File: src/rtl/operand_capture.sv
// operand_capture: keypad front end that turns strobed BCD digits (MSD first) into
// NOPS binary magnitudes of NDIG digits each, with a per-operand sign and valid/ack.
// Optional feature macro: ENTRY_TIMEOUT_EN adds an idle timeout that discards a
// partial entry after TIMEOUT_CYC cycles without a new digit.
module operand_capture #(
   parameter int NDIG        = 2,
   parameter int NOPS        = 2,
   parameter int OUT_W       = 8,
   parameter int TIMEOUT_CYC = 1000
) (
   input  logic                  clk,
   input  logic                  rst,
   input  logic                  dat_ready,
   input  logic [3:0]            dato,
   input  logic                  signo,
   input  logic                  clear,
   input  logic                  ack,
   output logic [NOPS*OUT_W-1:0] numeros,
   output logic [NOPS-1:0]       signos,
   output logic                  valid,
   output logic                  busy,
   output logic                  err
);

   localparam int OPW = (NOPS > 1) ? $clog2(NOPS) : 1;
   localparam int DGW = (NDIG > 1) ? $clog2(NDIG) : 1;

   if (NDIG < 1 || NOPS < 1) begin : g_bad_shape
      $error("operand_capture: NDIG and NOPS must both be at least 1");
   end
   if ((OUT_W < 31) && ((2 ** OUT_W) < (10 ** NDIG))) begin : g_bad_width
      $error("operand_capture: OUT_W too narrow for NDIG decimal digits");
   end
   if (TIMEOUT_CYC < 1) begin : g_bad_timeout
      $error("operand_capture: TIMEOUT_CYC must be at least 1");
   end

   typedef enum logic {CAPTURE, DONE} state_t;

   state_t           state, state_n;
   logic [OUT_W-1:0] acc   [NOPS];
   logic [OUT_W-1:0] acc_n [NOPS];
   logic [NOPS-1:0]  sgn_n;
   logic [OPW-1:0]   op_idx, op_n;
   logic [DGW-1:0]   dig_idx, dig_n;
   logic             prev_rdy;
   logic             valid_n, busy_n, err_n;
   logic             accept, wipe, tmo_hit;

   // acc*10 + digit carried at OUT_W+4 bits; the width check rules out overflow
   function automatic logic [OUT_W-1:0] bcd_mac(input logic [OUT_W-1:0] a,
                                                input logic [3:0]       d);
      return OUT_W'({4'b0000, a} * (OUT_W+4)'(10) + {{OUT_W{1'b0}}, d});
   endfunction

   for (genvar k = 0; k < NOPS; k++) begin : g_out
      assign numeros[k*OUT_W +: OUT_W] = acc[k];
   end

   assign accept = dat_ready & ~prev_rdy;
   assign wipe   = clear | tmo_hit;

`ifdef ENTRY_TIMEOUT_EN
   localparam int CW = $clog2(TIMEOUT_CYC + 1);
   logic [CW-1:0] idle_cnt;

   assign tmo_hit = busy && (idle_cnt == CW'(TIMEOUT_CYC - 1));

   // Idle counter: runs only while a partial entry waits for its next digit
   always_ff @(posedge clk) begin
      if (rst || clear || tmo_hit || accept || !busy) idle_cnt <= '0;
      else                                            idle_cnt <= idle_cnt + 1'b1;
   end
`else
   assign tmo_hit = 1'b0;
`endif

   // Next-state logic: discard > ack > digit accept
   always_comb begin
      state_n = state;
      sgn_n   = signos;
      op_n    = op_idx;
      dig_n   = dig_idx;
      err_n   = 1'b0;
      for (int k = 0; k < NOPS; k++) acc_n[k] = acc[k];

      if (wipe) begin
         state_n = CAPTURE;
         sgn_n   = '0;
         op_n    = '0;
         dig_n   = '0;
         for (int k = 0; k < NOPS; k++) acc_n[k] = '0;
         err_n   = tmo_hit & ~clear;
      end else begin
         case (state)
            CAPTURE: begin
               if (accept) begin
                  if (dato > 4'd9) begin
                     err_n = 1'b1;
                  end else begin
                     acc_n[op_idx] = bcd_mac(acc[op_idx], dato);
                     if (dig_idx == '0) sgn_n[op_idx] = signo;
                     if (dig_idx == DGW'(NDIG - 1)) begin
                        dig_n = '0;
                        if (op_idx == OPW'(NOPS - 1)) begin
                           op_n    = '0;
                           state_n = DONE;
                        end else begin
                           op_n = op_idx + 1'b1;
                        end
                     end else begin
                        dig_n = dig_idx + 1'b1;
                     end
                  end
               end
            end
            DONE: begin
               if (ack) begin
                  state_n = CAPTURE;
                  sgn_n   = '0;
                  op_n    = '0;
                  dig_n   = '0;
                  for (int k = 0; k < NOPS; k++) acc_n[k] = '0;
               end
            end
            default: state_n = CAPTURE;
         endcase
      end

      valid_n = (state_n == DONE);
      busy_n  = ((op_n != '0) || (dig_n != '0)) && !valid_n;
   end

   // State, operand and status registers; prev_rdy tracks dat_ready every cycle
   always_ff @(posedge clk) begin
      if (rst) begin
         state    <= CAPTURE;
         for (int k = 0; k < NOPS; k++) acc[k] <= '0;
         signos   <= '0;
         op_idx   <= '0;
         dig_idx  <= '0;
         prev_rdy <= 1'b0;
         valid    <= 1'b0;
         busy     <= 1'b0;
         err      <= 1'b0;
      end else begin
         state    <= state_n;
         for (int k = 0; k < NOPS; k++) acc[k] <= acc_n[k];
         signos   <= sgn_n;
         op_idx   <= op_n;
         dig_idx  <= dig_n;
         prev_rdy <= dat_ready;
         valid    <= valid_n;
         busy     <= busy_n;
         err      <= err_n;
      end
   end

endmodule

File: config.mk
export PLATFORM = sky130hd
export DESIGN_NAME = operand_capture
export DESIGN_NICKNAME = d
export VERILOG_FILES = /design/src/rtl/operand_capture.sv
export SDC_FILE = /design/constraint.sdc
export NUM_CORES = 1
export LEC_CHECK = 0
export ABC_AREA = 1
export CELL_PAD_IN_SITES_DETAIL_PLACEMENT = 1
export CELL_PAD_IN_SITES_GLOBAL_PLACEMENT = 2
export CORE_UTILIZATION = 31
export CTS_BUF_LIST = sky130_fd_sc_hd__clkbuf_8
export DETAILED_ROUTE_END_ITERATION = 6
export GPL_ROUTABILITY_DRIVEN = 0
export HOLD_SLACK_MARGIN = 0.02
export PLACE_DENSITY = 0.9
export SYNTH_ARGS = -nofsm -noshare
export SYNTH_HDL_FRONTEND = slang
export SYNTH_SLANG_ARGS = --single-unit
File: constraint.sdc
create_clock -name clk -period 6.6 [get_ports clk]
set_clock_uncertainty 0.2 [all_clocks]
set_input_delay 0.66 -clock clk [delete_from_list [all_inputs] [get_ports clk]]
set_output_delay 0.66 -clock clk [all_outputs]
set_load 0.03 [all_outputs]
==> impl_summary.log, run 1 <==
[metrics] Max Fanout on Critical Path: 14
[metrics] Skew-Pair Late Insertion Delay: ~280 ps
[metrics] Crit Path Class: flip-flop to flip-flop
[metrics] cts hold-fix bufs: 0
[metrics] Buf+Inv Stages, Crit Path: 3
[metrics] synthesized area per cell: 7.00 sq um
[metrics] relative contribution of the clock network to total power: 35.7%
[metrics] number of antenna violations at the first check in global routing: 0
[metrics] list of cells traversed by the critical path: inv_2, nand2_1, nand2_1, ha_1, ha_1, inv_1, fa_1, inv_1, nand3_1, nor2_1, nand2_2, nand2_1, nand2_1, nand2_1, nand2_1, a21oi_2
[metrics] number of clock sinks: 24
[metrics] fmax: 0.314 GHz
[metrics] highest-count cells in the layout ignoring fill and taps: nand2_1 (76), clkdlybuf4s50_1 (30), dfxtp_1 (24)
[metrics] global routing usage summed across all routing layers: between 10% and 20%
[metrics] quantity of I/O buffers inserted on ports: 30
[metrics] delay of the slowest cell on the worst path: 680 ps
[metrics] number of instances in the synthesized netlist: ~210
[metrics] end-of-flow core utilization: 41.9%
[metrics] type of the tightest min-delay check: flip-flop to flip-flop
[metrics] total internal power: 0.000217 W
[metrics] transition time at the pin with the least slew margin: approximately 650 ps
[metrics] clock transition at the registers of the reported paths: 90 ps
[metrics] FF/Latch Area: 480 sq um
[metrics] Final nets: approximately 270
[metrics] data required time at the worst endpoint: roughly 6600 ps
[metrics] net switching component of the power: about 0.000081 W
[metrics] number of nets in the synthesized netlist: 237
[metrics] largest net degree at the start of global routing: 19
[metrics] critical path's most frequent cell: nand2_1
[metrics] wire length per cell after detailed routing: between 10 and 15 microns
[metrics] Area growth, synth to finish: 26.0%
[metrics] number of diodes added for antenna fixing: 0
[metrics] post-layout min period: ~3200 ps
[metrics] number of design-rule violations left by the first detailed-router iteration: 37
[metrics] maximum level of the CTS H-tree: 1
[metrics] worst endpoint data arrival time: 3200 ps
[metrics] TritonCTS clock tree: done
[metrics] Routed WL: 4.14 mm
[metrics] fill count: 602
[metrics] power share of the combinational group: 14.2%
[metrics] area taken by multi-input logic gates: 892 sq um
[metrics] detailed placer's ending HPWL: ~3.2 mm
[metrics] number of CTS-inserted buffers: 3
[metrics] number of global-route vias before repair: between 1000 and 1500
[metrics] largest vdd supply drop: 68.8 uV
[metrics] CP delay by family, top: adder cells
[metrics] Pleak: 0.808 nW
[metrics] die height: 71.5 microns
[metrics] residual DRC count: 0
[metrics] final non-filler cell area: 0.00189 sq mm
[metrics] count of nets left with antenna violations after detail routing: 0
[metrics] Pre-antenna DRT Iters: 4
[metrics] Max-Cap Viols: 0
[metrics] Yosys reg bits: 24
[metrics] Seq/Total Area, Yosys: 32.1%
[metrics] critical path launch point type: flip-flop
[metrics] count of unique library cells instantiated by Yosys: 28
[metrics] # IOs: 31
[metrics] Chip Width: 71.5 microns
[metrics] number of hold violations in the final report: 0
[metrics] wire length of the first global-routing pass: 6.74 mm
[metrics] root buffer selected by CTS: clkbuf_8
[metrics] summed negative setup slack over all endpoints: 0 ps
[metrics] number of resized instances in the post-cts repair step: 0
[metrics] total core area: 0.00450 sq mm
[metrics] area post-placement: 0.00183 sq mm
[metrics] leading cell type in the layout, fill and taps excluded: nand2_1
[metrics] total power divided by cell area: 158 mW/mm^2
[metrics] die area: 0.00511 sq mm
[metrics] number of standard-cell rows in the floorplan: 24
[metrics] non-filler cells in the finished layout: between 200 and 300
[metrics] number of warning messages in the yosys log: 0
[metrics] number of vias after detailed routing: around 1400
[metrics] Post-CTS Setup Bufs: 0
[metrics] slowest stage cell on the critical path: dfxtp_1
[metrics] starting utilization of the core area: 33.2%
[metrics] placed instance count: 292
[metrics] relative slew slack: 56.9%
[metrics] Max Buffers Root-to-Sink: 2
[metrics] unrepaired setup endpoints after global routing: false
[metrics] Flop pwr share: 50.2%
[metrics] via/cell ratio: 4.89
[metrics] total global routing overflow: 0
[metrics] worst reg-to-reg setup slack: 3410 ps
[metrics] count of final max-slew check failures: 0
[metrics] switching share of total power: a little over a quarter
[metrics] area of the mapped netlist: 0.00150 sq mm
[metrics] final worst-path cycle share: 48.3%
[metrics] run status: finished, final reports clean
[metrics] final setup vio count: 0
[metrics] layout cells sized above 1: 11.5%
[metrics] kind of end point of the critical path: flip-flop
-- logic make-up (layout without fill, tap and decap cells) --
| kind of cell | after synthesis | after routing | share of synthesized area, % |
|---|---|---|---|
| AO/OA/AOI/OAI | 27 | 27 | 10.1 |
| XOR/XNOR | 2 | 2 | 1.17 |
| adder cells (fa/ha/maj) | 13 | 13 | 11.9 |
| buffers and inverters | 29 | 59 | 8.35 |
| flip-flops | 24 | 24 | 32.1 |
| AND/OR/NAND/NOR | 119 | 119 | 36.4 |
-- Yosys cell counts, drive strengths merged --
master	count	area, sq um
a21boi	1	7.51
dfxtp	24	480
nor2	11	56.3
buf	3	27.5
clkinv	1	3.75
fa	2	40.0
nand4	1	6.26
clkbuf	1	3.75
inv	24	90.1
nor3	3	37.5
o21ai	5	28.8
nand3	14	70.1
ha	11	138
nand3b	2	15.0
nand2	88	360
o211ai	1	7.51
a21oi	20	108
xnor2	1	8.76
xor2	1	8.76
-- layout make-up --
type | instances | share of cell area [%]
Clock buffer | 4 | 2.92
Inverter | 25 | 4.97
Multi-Input combinational cell | 161 | 47.3
Sequential cell | 24 | 25.5
Tap cell | 52 | 3.45
Timing Repair Buffer | 30 | 15.9
-- worst register-to-register path, stage by stage (launching register included) --
cell and delay (ps):
dfxtp_1 680, inv_2 250, nand2_1 110, nand2_1 110
ha_1 300, ha_1 220, inv_1 70, fa_1 430
inv_1 110, nand3_1 100, nor2_1 130, nand2_2 60
nand2_1 50, nand2_1 50, nand2_1 80, nand2_1 70
a21oi_2 120
-- path summary, 6_finish.rpt --
path | start | to | cells past startpoint
max | op_idx | acc[0][7] | 16
min | acc[1][1] | acc[1][1] | 2
max reg2reg | op_idx | acc[0][7] | 16
min reg2reg | acc[1][1] | acc[1][1] | 2
-- power groups by stage --
stage | Combinational (W) | Sequential (W) | Clock [W]
6_report | 0.0000422 | 0.000149 | 0.000106
5_1_grt | 0.0000469 | 0.000150 | 0.000116
4_1_cts | 0.0000427 | 0.000149 | 0.000111
3_5_place_dp | 0.0000425 | 0.000153 | 0
3_3_place_gp | 0.0000420 | 0.000153 | 0
2_1_floorplan | 0.0000242 | 0.000155 | 0
-- registers in the layout (all words and copies together) (netlist names) --
name	count
signos	2
err	1
acc	16
dig_idx	1
state	1
op_idx	1
prev_rdy	1
busy	1
-- metal layers --
layer,wire (microns),vias up,global-route usage [%]
met3,123,4,2.25
met5,0,-,0
li1,-,740,-
met4,40,0,5.23
met1,2020,682,22.8
met2,1950,21,29.2
-- per-stage QoR --
step                      total power [W]  setup slack, ps  hold WS [ps]
after floorplan                  0.000179             3970           281
after global routing             0.000312             3120           325
final                            0.000298             3410           294
after detailed placement         0.000195             3360           283
after global placement           0.000195             3490           274
after CTS                        0.000303             3360           300
(Power assumes the default switching activity.)
==> inputs of run 2 (changes only) <==
Settings changed: CORE_UTILIZATION 31 to 26, PLACE_DENSITY 0.9 to 0.81.
Clock period 6.6 ns to 2.6 ns, I/O delays scaled along.
==> run 2 against run 1 <==
Against the previous run:
- setup slack got worse by 3300 ps
- utilization decreased by 3.5 points
- sequential power increased to 2.5 times the previous value
- power increased to 2.6 times the previous value
- flip-flop and latch count unchanged
- routed wire length increased by 12%
- final area increased by 13%
- register-to-register slack got worse by 3300 ps
- global-route usage decreased by 1.8 points
- die area increased by 19%
- cell count increased by 10%
- non-clock buffer count increased by 11
- largest cell class unchanged
- highest routed layer unchanged
==> impl_summary.log, run 2 (synthesis gave the netlist of run 1 again) <==
[metrics] Final nets: 279
[metrics] net switching component of the power: 0.000208 W
[metrics] number of antenna violations at the first check in global routing: 0
[metrics] transition time at the pin with the least slew margin: 671 ps
[metrics] cells on worst reg2reg path: 16
[metrics] residual DRC count: 0
[metrics] Hold Path Cell Cnt: 2
[metrics] quantity of I/O buffers inserted on ports: 30
[metrics] wire length per cell after detailed routing: 14.1 microns
[metrics] length of routed met2 wiring: 2.31 mm
[metrics] maximum level of the CTS H-tree: 1
[metrics] global routing usage summed across all routing layers: 15.4%
[metrics] fmax: 0.400 GHz
[metrics] # IOs: 31
[metrics] worst reg-to-reg setup slack: between 90 and 100 ps
[metrics] Skew-Pair Late Insertion Delay: between 200 and 300 ps
[metrics] leading cell type in the layout, fill and taps excluded: nand2_1
[metrics] Routed WL: 4.61 mm
[metrics] number of standard-cell rows in the floorplan: 27
[metrics] via/cell ratio: roughly 4.6
[metrics] number of hold violations in the final report: 0
[metrics] largest vdd supply drop: 274 uV
[metrics] number of CTS-inserted buffers: 3
[metrics] final worst-path cycle share: 96.3%
[metrics] total power divided by cell area: 361 mW/mm^2
[metrics] top layer in use: met4
[metrics] total core area: around 0.0055 sq mm
[metrics] worst endpoint data arrival time: between 2000 and 3000 ps
[metrics] clock transition at the registers of the reported paths: 90 ps
[metrics] kind of end point of the critical path: flip-flop
[metrics] root buffer selected by CTS: clkbuf_8
[metrics] highest-count cells in the layout ignoring fill and taps: nand2_1 (63), clkdlybuf4s50_1 (30), nand2_2 (24)
[metrics] relative contribution of the clock network to total power: 34.1%
[metrics] die area: just over 0.006 sq mm
[metrics] number of flip-flops under the largest register name: 16
[metrics] post-layout min period: 2500 ps
[metrics] count of nets left with antenna violations after detail routing: 0
[metrics] count of final max-slew check failures: 0
[metrics] non-filler cells in the finished layout: 327
[metrics] number of design-rule violations left by the first detailed-router iteration: 18
[metrics] number of global-route vias before repair: around 1500
[metrics] Max Fanout on Critical Path: 4
[metrics] run status: finished, final reports clean
[metrics] register bank with the most flops: acc
[metrics] final setup vio count: 0
[metrics] Pre-antenna DRT Iters: 4
[metrics] sum of met3 wire segment lengths after detailed routing: 98 microns
[metrics] cts hold-fix bufs: 0
[metrics] critical path launch point type: flip-flop
[metrics] total internal power: 0.000562 W
[metrics] total global routing overflow: 0
[metrics] data required time at the worst endpoint: roughly 2600 ps
[metrics] Crit Path Class: flip-flop to flip-flop
[metrics] type of the tightest min-delay check: flip-flop to flip-flop
[metrics] number of diodes added for antenna fixing: 0
[metrics] Max Buffers Root-to-Sink: 2
[metrics] Pleak: 0.856 nW
[metrics] number of clock sinks: 24
[metrics] TritonCTS clock tree: done
[metrics] Max-Cap Viols: 0
[metrics] summed negative setup slack over all endpoints: 0 ps
[metrics] switching share of total power: 27.0%
[metrics] relative slew slack: 55.2%
[metrics] starting utilization of the core area: between 20% and 30%
[metrics] Chip Width: 77.9 microns
[metrics] Area growth, synth to finish: 42.2%
[metrics] Flop pwr share: approximately half
[metrics] wire length of the first global-routing pass: about 7.4 mm
[metrics] number of vias after detailed routing: 1494
[metrics] post-route met1 wirelength: 2.17 mm
[metrics] largest registers: acc (16), signos (2)
[metrics] die height: 77.9 microns
[metrics] placed instance count: 321
[metrics] largest net degree at the start of global routing: 19
[metrics] detailed placer's ending HPWL: roughly 3.4 mm
[metrics] layout cells sized above 1: approximately 26%
[metrics] power share of the combinational group: 16.9%
-- run 2: cell count changes in the layout (fill, tap and decap cells not counted), moves of 3 or more --
cell	change
ha_1	-5
inv_1	-3
buf_6	+3
nand2_2	+12
ha_4	+5
buf_4	+8
nand2_1	-13
-- run 2: power by group through the flow --
| stage | registers, W | clock network, W | logic [W] |
|---|---|---|---|
| after floorplan | 0.000393 | 0 | 0.0000615 |
| after global placement | 0.000386 | 0 | 0.000117 |
| after detailed placement | 0.000386 | 0 | 0.000118 |
| after CTS | 0.000378 | 0.000271 | 0.000122 |
| after global routing | 0.000378 | 0.000279 | 0.000143 |
| final | 0.000377 | 0.000262 | 0.000130 |
-- run 2: final timing paths --
path         startpoint        end
min           signos[1]  signos[1]
max reg2reg      op_idx  acc[1][7]
max              op_idx  acc[1][7]
min reg2reg   signos[1]  signos[1]
-- run 2: stage by stage --
stage               util, %  setup WS (ps)  hold slack (ps)  area (sq um)  power (W)
floorplan                 -           25.6              132          1500   0.000455
global placement       34.8           66.9              276          1930   0.000503
detailed placement     34.8          -16.1              281          1930   0.000504
CTS                    36.3          0.749              297          2010   0.000770
global route           38.4          -13.5              315          2130   0.000800
finish                 38.4           97.4              290          2130   0.000770
-- run 2: routing by layer --
layer / up-vias / track usage (%)
met3: 2 / 2.24
met1: 708 / 20.4
met5: - / 0
met2: 20 / 26.8
met4: 0 / 2.22
li1: 764 / -
-- run 2: timing repair --
action | 4_1_cts | 5_1_grt
setup buffers | 2 | 0
pin swaps | 5 | 17
gates resized for setup | 6 | 28
setup endpoints to repair | 2 | 5
-- run 2: area by class of cell --
| cell class | count | area (sq um) |
|---|---|---|
| Clock buffer | 4 | 55.1 |
| Timing Repair Buffer | 41 | 394 |
| Tap cell | 72 | 90.1 |
| Sequential cell | 24 | 484 |
| Fill cell | 708 | 3410 |
| Multi-Input combinational cell | 161 | 1010 |
| Inverter | 25 | 96.3 |
-- run 2: critical path, cell delays in order, from the launching register on --
cell,delay [ps]
dfxtp_4,370
buf_6,120
nand2_2,60
nand2_2,70
ha_4,280
ha_4,120
inv_2,30
fa_2,530
inv_2,50
buf_6,110
nand3_2,60
nand2_2,50
nand2_1,50
nand2_1,60
nand2_2,80
nand2_2,50
a21oi_2,130
